$ cat config.mk
export PLATFORM = sky130hd
export DESIGN_NAME = mod_reg16_1to16
export DESIGN_NICKNAME = d
export VERILOG_FILES = /design/src/rtl/mod_reg16_1to16.sv
export SDC_FILE = /design/constraint.sdc
export NUM_CORES = 1
export LEC_CHECK = 0
export ABC_AREA = 0
export BUFFER_PORTS_ARGS = -buffer_cell sky130_fd_sc_hd__buf_2
export CAP_MARGIN = 5
export CORE_MARGIN = 2
export CORE_UTILIZATION = 50
export CTS_CLUSTER_DIAMETER = 30
export CTS_CLUSTER_SIZE = 40
export DETAILED_ROUTE_END_ITERATION = 6
export PLACE_DENSITY = 0.85
export RECOVER_POWER = 25
export SLEW_MARGIN = 20
export SYNTH_ARGS = -nofsm -noshare
export SYNTH_HDL_FRONTEND = slang
export SYNTH_SLANG_ARGS = --single-unit
$ cat constraint.sdc
create_clock -name clk -period 3.33 [get_ports clk]
set_input_delay 0.4995 -clock clk [delete_from_list [all_inputs] [get_ports clk]]
set_output_delay 0.4995 -clock clk [all_outputs]
set_load 0.05 [all_outputs]
$ cat src/rtl/mod_reg16_1to16.sv
// Serial-to-parallel block register: collects N bytes into one packed block.
// Optional sticky overflow flag enabled by defining MOD_REG16_1TO16_OVF_FLAG_EN.
module mod_reg16_1to16 #(
  parameter int N = 16
) (
  input  logic              clk,
  input  logic              resetn,
  input  logic [7:0]        i,
  input  logic              wr_en,
  input  logic              rd_en,
  output logic [N-1:0][7:0] o,
  output logic              reg_full,
  output logic [4:0]        count
`ifdef MOD_REG16_1TO16_OVF_FLAG_EN
  ,
  output logic              ovf
`endif
);

  localparam int IW = (N > 1) ? $clog2(N) : 1;

  localparam logic [0:0] FILL = 1'b0;
  localparam logic [0:0] FULL = 1'b1;

  logic [0:0]        state_q, state_d;
  logic [4:0]        count_q, count_d;
  logic [N-1:0][7:0] o_q, o_d;
  logic              drop;

  // Byte index restarts at 0 only when a held block is released.
  always_comb begin
    state_d = state_q;
    count_d = count_q;
    o_d     = o_q;
    drop    = 1'b0;
    case (state_q)
      FILL: begin
        if (wr_en) begin
          o_d[count_q[IW-1:0]] = i;
          count_d              = count_q + 5'd1;
          if (count_q == 5'(N - 1)) begin
            state_d = FULL;
          end
        end
      end
      FULL: begin
        if (rd_en) begin
          state_d = FILL;
          if (wr_en) begin
            o_d[0]  = i;
            count_d = 5'd1;
          end else begin
            count_d = 5'd0;
          end
        end else if (wr_en) begin
          drop = 1'b1;
        end
      end
      default: begin
        state_d = FILL;
        count_d = 5'd0;
      end
    endcase
  end

  always_ff @(posedge clk) begin
    if (resetn) begin
      state_q <= FILL;
      count_q <= 5'd0;
      o_q     <= '0;
    end else begin
      state_q <= state_d;
      count_q <= count_d;
      o_q     <= o_d;
    end
  end

`ifdef MOD_REG16_1TO16_OVF_FLAG_EN
  logic ovf_q;

  always_ff @(posedge clk) begin
    if (resetn) begin
      ovf_q <= 1'b0;
    end else if (drop) begin
      ovf_q <= 1'b1;
    end
  end

  assign ovf = ovf_q;
`else
  logic unusedDrop;
  assign unusedDrop = drop;
`endif

  assign o        = o_q;
  assign count    = count_q;
  assign reg_full = (state_q == FULL);

endmodule

==> Yosys cells after proc, flatten, opt, wreduce, memory -nomap -nowiden <==
Index checks and enable logic that the tools add are counted.
{ "totals": {"ff_bits": 134, "latchBits": 0, "ram_bits": 0, "mem_bits_ro": 0, "inputBits": 12, "output_inout_bits": 134, "elab_cells": 45, "n_memories": 0} }
{ "op_classes": {"addsub": 1, "mul": 0, "n_div": 0, "magnitude_cmp": 2, "eq_ne": 4, "shift": 0, "mux": 15, "n_bitwise": 1, "reduce_logical": 4} }
{ "ops": {"columns": ["cell", "count"], "rows": [
  ["128-bit bitwise mux", 1],
  ["8-bit demux with 4-bit select", 1],
  ["8-bit 2-to-1 mux", 4],
  ["8-bit case mux with 2 select lines", 1],
  ["5-bit 2-to-1 mux", 2],
  ["5-bit case mux with 2 select lines", 1],
  ["2-bit != test, second input constant", 3],
  ["5-bit by 1-bit adder with 5-bit output, second input constant", 1],
  ["5-bit by 4-bit == test with 1-bit output, second input constant", 1],
  ["4-bit by 5-bit < comparator with 1-bit output, second input constant", 1],
  ["4-bit by 1-bit greater-or-equal comparator with 1-bit output, second input constant", 1],
  ["1-bit 2-to-1 mux", 4],
  ["2-bit AND reduction", 2],
  ["3-bit AND reduction", 1],
  ["1-bit case mux with 2 select lines", 1],
  ["1-bit logical AND", 1],
  ["1-bit NOT", 1]
]} }

==> Longest topological paths before layout <==
Gate-level depths: netlist (run 1).
{ "depth": {"depth_word": 7, "depth_mapped": 7, "depth_no_buf": 6} }

==> Least setup slack after synthesis (run 1) <==
No wires, ideal clock.
{ "synth_timing": {"path_type": "register to register", "from": "register count_q[0] (netlist: count[0])", "to": "register o_q (netlist bit o[2])", "setup_time_ns": 0.134, "arrival_time_ns": 2.253, "t_required_ns": 3.196, "slack_ns": 0.943, "path_stages_with_launch": 8, "path_buffers": 2, "period_less_slack_ns": 2.387, "cell_sequence": "dfxtp_1 inv_1 ha_1 or4b_4 buf_6 buf_8 and4b_1 or4_1"} }
{ "synth_between": {"elab_chain_cells": 7, "word_cells_on_any_way": 8, "cone_classes": "order compare (2); mux (5); reduce/logical (1)"} }
{ "synth_rtl": {"columns": ["element", "line_no", "source"], "rows": [
  ["start, declared", "26", "logic [4:0] count_q, count_d;"],
  ["start signal, assigned", "73", "count_q <= count_d;"],
  ["4-bit by 5-bit < comparator with 1-bit output (implied by the code) / 4-bit by 1-bit greater-or-equal comparator with 1-bit output (equally long branches)", "39", "o_d[count_q[IW-1:0]] = i;"],
  ["1-bit logical AND (implied by the code)", "39", null],
  ["8-bit 2-to-1 mux (implied by the code)", "39", null],
  ["8-bit demux with 4-bit select *", "39", null],
  ["128-bit bitwise mux *", "39", null],
  ["8-bit 2-to-1 mux *", "38", "if (wr_en) begin"],
  ["8-bit case mux with 2 select lines *", "36", "case (state_q)"],
  ["end signal, assigned", "70", "o_q <= '0;"],
  ["end signal, assigned", "74", "o_q <= o_d;"],
  ["end, declared", "27", "logic [N-1:0][7:0] o_q, o_d;"]
]} }
Mark *: on every way between the ends. The rest lies on a longest branch, timed or not. The select of a mux whose other input is x is not followed.
A chain may end at the register's enable or synchronous reset.

==> Worst setup path after layout (run 1) <==
{ "layout_timing": {"from": "register count_q[0] (netlist: count[0])", "to": "register o_q (netlist bit o[1])"} }
The elaborated chain is that of the path after synthesis.

==> summary.txt, run 1 <==
Timing
  – Max Fclk: 438.7 MHz
  – TNS Setup: 0 ns
  – Worst-Margin Slew: roughly 0.96 ns
  – Slew Viols, Final: 0
  – Relative slew margins: 0.3620
  – RSZ-0062 raised after global routing: no
  – Final Skew: ~0.0085 ns
  – Fin. Hold Viols: 0
  – Min Clock Period, post-route: 2.279 ns
  – Setup violators final: 0
  – Final period utilization: 0.6844

Layout
  – Share of cells above drive strength 1: 0.1782
  – Multi-input gate area: about 0.0026 mm²
  – Most frequent cells in the layout: dfxtp_1, nand2b_1, mux2i_1
  – Syn-to-layout area delta: 22.30%
  – Layout Nets: 666
  – FILL cells: 898
  – Antenna cells: 0
  – FF/Latch Area: roughly 0.0027 mm²
  – Final Cell Area: ~0.0067 mm²
  – Commonest non-fill, non-tap cell in the layout: dfxtp_1

Global routing
  – Largest net degree at the start of global routing: 67
  – Initial antenna violation count: 0
  – Overflow after GRT: 0
  – GRT Util Overall: 0.2414
  – First-pass GRT wire length: 21.73 mm
  – Vias in the first global route: about 4100

Floorplan
  – Die ar.: around 0.012 mm²
  – I/O pin total: 146
  – Initial Utilization: 0.5111
  – Die W: about 110 µm
  – Die height: around 110 µm
  – Row count: 38
  – Core Area: between 0.01 and 0.015 mm²

Worst setup path
  – Reg2Reg Depth: 5
  – CP max FO: 16
  – CP Capture Type: flop
  – Worst reg2reg path startpoint: count[0]
  – Crit path launch type: flop
  – Critical Setup Path Class: reg2reg
  – R2r endpoint: o[1]
  – Crit path DAT: approximately 2.7 ns
  – Reg2reg setup slack: 1.05 ns
  – Req. time, crit path: ~3.7 ns

Synth
  – Synthesis-stage register bit count: approximately 130
  – Syn Std Cell Area: roughly 0.0055 mm²
  – Total of warnings raised by yosys: 0
  – Synth unique cells: 29
  – Cells after Synth: approximately 520
  – Area leader, netlist: dfxtp_1
  – Sequential area share after synthesis: 0.4863
  – Mapped Nets: approximately 540
  – Avg Inst Size Synth: around 11 µm²
  – Synth area leaders: dfxtp_1, mux2i_1, nand2b_1
  – Share of the synthesized area in the top cell type: 0.4863

Worst hold path
  – Worst Hold Launch: rd_en
  – Hold path endpoint: reg_full
  – HP Class: in2reg
  – WHS Path Cells: 4

CTS
  – Hold Buf Count CTS: 0
  – Clock sinks: approximately 130
  – Root Driver: clkbuf_8
  – CTS tree: built
  – CTS clk-pin slew, worst paths: around 0.060 ns
  – Post-CTS setup buffers: 0
  – H-tree depth: 4
  – CTS Buffer Depth: 2
  – Clk_lat worst skew: roughly 0.52 ns
  – CTS Buf Count: 17
  – Resized cells post-CTS: 0

Placement
  – Area post-placement: approximately 0.0063 mm²
  – Hpwl dp: about 9 mm
  – Gp weighted congestion: roughly 0.78
  – PortBufs: 145

Power
  – LEAKAGE: between 3 and 4 nW
  – Peak VDD IR: between 0.0004 and 0.0005 V
  – P per Cell Area: between 500 and 600 mW/mm²

Detailed routing
  – Total Wirelength: approximately 14 mm
  – Vias/cell: about 5.3
  – DRT antenna net count: 0
  – Routed len/inst: ~18 µm
  – DRT iter0 DRCs: approximately 250
  – Drc violations: 0
  – TritonRoute pass-1 iters: 5
  – Via count: 4276

Flow run
  – Max cap viols: 0

Status
  – Status: completed
==> cell usage after synthesis (all sizes together) <==
cell type,n
nor3b,8
dfxtp,134
nor2b,3
nor3,16
ha,5
nand3,11
and4b,8
o21ai,1
clkbuf,36
and3,3
inv,4
nor2,5
or4,8
a22oi,2
o2bb2ai,1
nand2,9
nand2b,129
or4b,1
mux2i,121
a41oi,1
nand4,5
buf,5
and2b,1
a21oi,4
a211oi,2
or3,1
==> per-layer routing <==
layer	global-route usage	wire length, µm	vias up
met4	0.08516	164	0
met1	0.3175	6365	2066
met2	0.3780	6522	154
met5	0	0	-
li1	-	-	2039
met3	0.06993	1021	17
==> sequential cells by signal, indices dropped and copies added (netlist names) <==
name,cells
count,5
reg_full,1
o,128
==> cell type report <==
class | instances | share of cell area
inverters | 4 | 0.002226
well taps | 140 | 0.02596
multi-input cells | 345 | 0.3909
clock buffers | 17 | 0.06139
flip-flops and latches | 134 | 0.3976
clock inverters | 15 | 0.02318
repair buffers | 147 | 0.09866
==> stage by stage <==
| stage | util | hold slack (ns) | total power [mW] | std cells | setup WS (ns) |
|---|---|---|---|---|---|
| after floorplan | - | 0.6928 | 1.859 | 524 | 0.9434 |
| after global placement | 0.5794 | 0.4581 | 1.910 | 770 | 0.8967 |
| after detailed placement | 0.5794 | 0.4592 | 1.916 | 770 | 0.8173 |
| after CTS | 0.6323 | 0.3615 | 3.698 | 802 | 1.075 |
| after global routing | 0.6251 | 0.3898 | 3.779 | 802 | 0.9813 |
| final | 0.6251 | 0.3815 | 3.675 | 802 | 1.051 |
==> where the power goes <==
group / switching (mW) / internal [mW] / leakage, nW
clock network: 0.728 / 1.07 / 0.267
registers: 0.0159 / 1.62 / 1.08
logic: 0.170 / 0.0721 / 2.09
==> worst max path at each step <==
stage | end | slack, ns | depth (start not counted) | startpoint
6_report | o[1] | 1.05 | 5 | count[0]
3_5_place_dp | o[120] | 0.82 | 4 | wr_en
3_3_place_gp | o[127] | 0.90 | 4 | wr_en
2_1_floorplan | o[2] | 0.94 | 7 | count[0]
4_1_cts | o[7] | 1.08 | 5 | count[0]
5_1_grt | o[7] | 0.98 | 5 | count[0]
==> critical path, cell delays in order (launching register included) <==
cell     delay [ns]
dfxtp_1        0.39
inv_1          0.15
ha_1           0.28
or4b_4         0.60
and4b_1        0.23
or4_1          0.51
==> kinds of logic (layout without fill, tap and decap cells) <==
| kind of cell | after synthesis | in the layout | synth area share |
|---|---|---|---|
| AOI/OAI and AO/OA | 11 | 11 | 0.01315 |
| adders and majority gates | 5 | 5 | 0.01134 |
| buffers and inverters | 45 | 183 | 0.03561 |
| DFF | 134 | 134 | 0.4863 |
| muxes | 121 | 121 | 0.2196 |
| and+or+nand+nor | 208 | 208 | 0.2341 |
Note: power is estimated with default switching activity, not from simulation.
==> run 2, diff against run 1 <==
==> constraint.sdc (replaced) <==
create_clock -name clk -period 2.1 [get_ports clk]
set_input_delay 0.315 -clock clk [delete_from_list [all_inputs] [get_ports clk]]
set_output_delay 0.315 -clock clk [all_outputs]
set_load 0.05 [all_outputs]
==> summary.txt, run 2 (synthesis results as in run 1) <==
Global routing
  – First-pass GRT wire length: 22.55 mm (was 21.73 mm)
  – Overflow after GRT: 0 (unchanged)
  – Vias in the first global route: 4376 (was 4077)
  – Largest net degree at the start of global routing: 53 (was 67)
  – Initial antenna violation count: 0 (unchanged)
  – GRT Util Overall: 0.2488 (was 0.2414)

Timing
  – Relative slew margins: 0.5485 (was 0.3620)
  – Fin. Hold Viols: 0 (unchanged)
  – TNS Setup: 0 ns (unchanged)
  – Min Clock Period, post-route: 2.050 ns (was 2.279 ns)
  – Slew Viols, Final: 0 (unchanged)
  – Final Skew: 0.009348 ns (was 0.008500 ns)
  – Final period utilization: 0.9763 (was 0.6844)
  – Final WS setup: 0.04971 ns (was 1.051 ns)
  – Max Fclk: 487.7 MHz (was 438.7 MHz)
  – Hold WS: 0.2230 ns (was 0.3815 ns)
  – Setup violators final: 0 (unchanged)
  – Worst-Margin Slew: 0.6801 ns (was 0.9570 ns)

Worst setup path
  – Crit path launch: count[1] (was count[0])
  – Crit path DAT: 2.43 ns (was 2.68 ns)
  – CP max FO: 14 (was 16)
  – Req. time, crit path: 2.48 ns (was 3.73 ns)
  – Reg2Reg Depth: 5 (unchanged)
  – R2r endpoint: o[0] (was o[1])
  – Critical Setup Path Class: reg2reg (unchanged)
  – Worst reg2reg path startpoint: count[1] (was count[0])
  – CP Capture Type: flop (unchanged)
  – CP endpoint: o[0] (was o[1])
  – Crit path launch type: flop (unchanged)
  – Reg2reg setup slack: 0.05 ns (was 1.05 ns)

Detailed routing
  – Routed wl met3: 1.096 mm (was 1.021 mm)
  – Max Used Layer: met4 (unchanged)
  – Via count: 4351 (was 4276)
  – WL met2: 6.953 mm (was 6.522 mm)
  – Drc violations: 0 (unchanged)
  – Vias/cell: 5.326 (was 5.332)
  – DRT antenna net count: 0 (unchanged)
  – TritonRoute pass-1 iters: 5 (unchanged)
  – DRT iter0 DRCs: 224 (was 248)
  – Met1 wire length: 6.014 mm (was 6.365 mm)
  – Total Wirelength: 14.34 mm (was 14.07 mm)
  – Routed len/inst: 17.55 µm (about the same)

CTS
  – Resized cells post-CTS: 0 (unchanged)
  – CTS Buffer Depth: 2 (unchanged)
  – Clk_lat worst skew: 0.51 ns (was 0.52 ns)
  – CTS clk-pin slew, worst paths: 0.06 ns (about the same)
  – H-tree depth: 4 (unchanged)
  – CTS tree: built (unchanged)
  – CTS Buf Count: 17 (unchanged)
  – Clock sinks: 134 (unchanged)
  – Hold Buf Count CTS: 0 (unchanged)
  – Root Driver: clkbuf_8 (unchanged)

Power
  – Comb pwr share: 0.075 (was 0.066)
  – LEAKAGE: 3.493 nW (was 3.434 nW)
  – Total power: 5.642 mW (was 3.675 mW)
  – P per Cell Area: 824.0 mW/mm² (was 544.8 mW/mm²)
  – Sw Ratio: 0.2391 (was 0.2487)
  – Sequential Power Share: 0.461 (was 0.446)
  – Clock share of power: 0.464 (was 0.488)
  – Net Switching: 1.349 mW (was 0.9141 mW)
  – Pint: 4.293 mW (was 2.761 mW)
  – Peak VDD IR: 0.0004680 V (was 0.0004098 V)

Layout
  – Layout Nets: 683 (was 666)
  – Most frequent cells in the layout: dfxtp_1, nand2b_1, mux2i_1 (unchanged)
  – Max reg flops: 128 (unchanged)
  – Share of cells above drive strength 1: 0.1979 (was 0.1782)
  – Post-route insts no fill: 817 (was 802)
  – Syn-to-layout area delta: 24.11% (was 22.30%)
  – Final core occ: 0.6344 (was 0.6251)
  – Antenna cells: 0 (unchanged)
  – Commonest non-fill, non-tap cell in the layout: dfxtp_1 (unchanged)
  – FILL cells: 915 (was 898)
  – Final Cell Area: 0.006847 mm² (was 0.006746 mm²)

Placement
  – Pre-CTS WS: 0.07248 ns (was 0.8173 ns)
  – Area post-placement: 0.006386 mm² (was 0.006254 mm²)
  – Hpwl dp: 9.640 mm (was 9.097 mm)
  – Post-Place Cells: 784 (was 770)
  – PortBufs: 145 (unchanged)
  – Gp weighted congestion: 0.8035 (was 0.7782)

Floorplan
  – Initial Utilization: 0.5111 (unchanged)
  – Core Area: 0.01079 mm² (unchanged)
  – Die height: 109.0 µm (unchanged)
  – I/O pin total: 146 (unchanged)
  – Die ar.: 0.01189 mm² (unchanged)
  – Die W: 109.0 µm (unchanged)
  – Row count: 38 (unchanged)

Worst hold path
  – HP Class: in2reg (unchanged)

Status
  – Status: completed (unchanged)

Flow run
  – Max cap viols: 0 (unchanged)
## run 2: cell types whose count changed in the layout (fill, tap and decap cells not counted), sizes merged
cell	previous run	this run
clkinv	6	5
bufinv	2	1
clkinvlp	5	2
inv	6	5
buf	85	99
clkbuf	79	86
## run 2: worst min-delay path by stage
stage                     start       end  slack, ns  cells past startpoint
final                     rd_en  reg_full       0.22                      4
after global routing      rd_en  reg_full       0.22                      4
after CTS                 rd_en  reg_full       0.20                      4
after detailed placement  o[49]     o[49]       0.46                      2
after global placement    o[21]     o[21]       0.46                      2
after floorplan           rd_en  reg_full       0.54                      3
## run 2: final cells by class
cell class / count / area, µm² / share of cell area
well taps: 140 / 175.2 / 0.02558
repair buffers: 164 / 789.5 / 0.1153
clock inverters: 9 / 80.08 / 0.01170
inverters: 4 / 20.02 / 0.002924
multi-input cells: 345 / 2650 / 0.3871
flip-flops and latches: 134 / 2693 / 0.3933
clock buffers: 21 / 439.2 / 0.06414
## run 2: power by group through the flow
stage	clock network [mW]	registers [mW]	logic, mW
2_1_floorplan	0	2.75	0.203
3_3_place_gp	0	2.65	0.403
3_5_place_dp	0	2.65	0.413
4_1_cts	2.66	2.60	0.415
5_1_grt	2.77	2.60	0.449
6_report	2.62	2.60	0.422
## run 2: timing repair
action / CTS / global route
buffers inserted: 0 / 3
hold endpoints to repair: 0 / 0
setup endpoints to repair: 0 / 2
## run 2: worst max-delay path, cell delays in order (launching register included)
cell	delay (ns)
dfxtp_4	0.37
inv_4	0.07
ha_4	0.15
or4b_4	0.56
and4b_1	0.23
or4_1	0.52
## run 2: layer usage
| metal | up-vias | GRT usage |
|---|---|---|
| li1 | 2075 | - |
| met1 | 2095 | 0.2972 |
| met2 | 154 | 0.4206 |
| met3 | 27 | 0.08308 |
| met4 | 0 | 0.08059 |
| met5 | - | 0 |
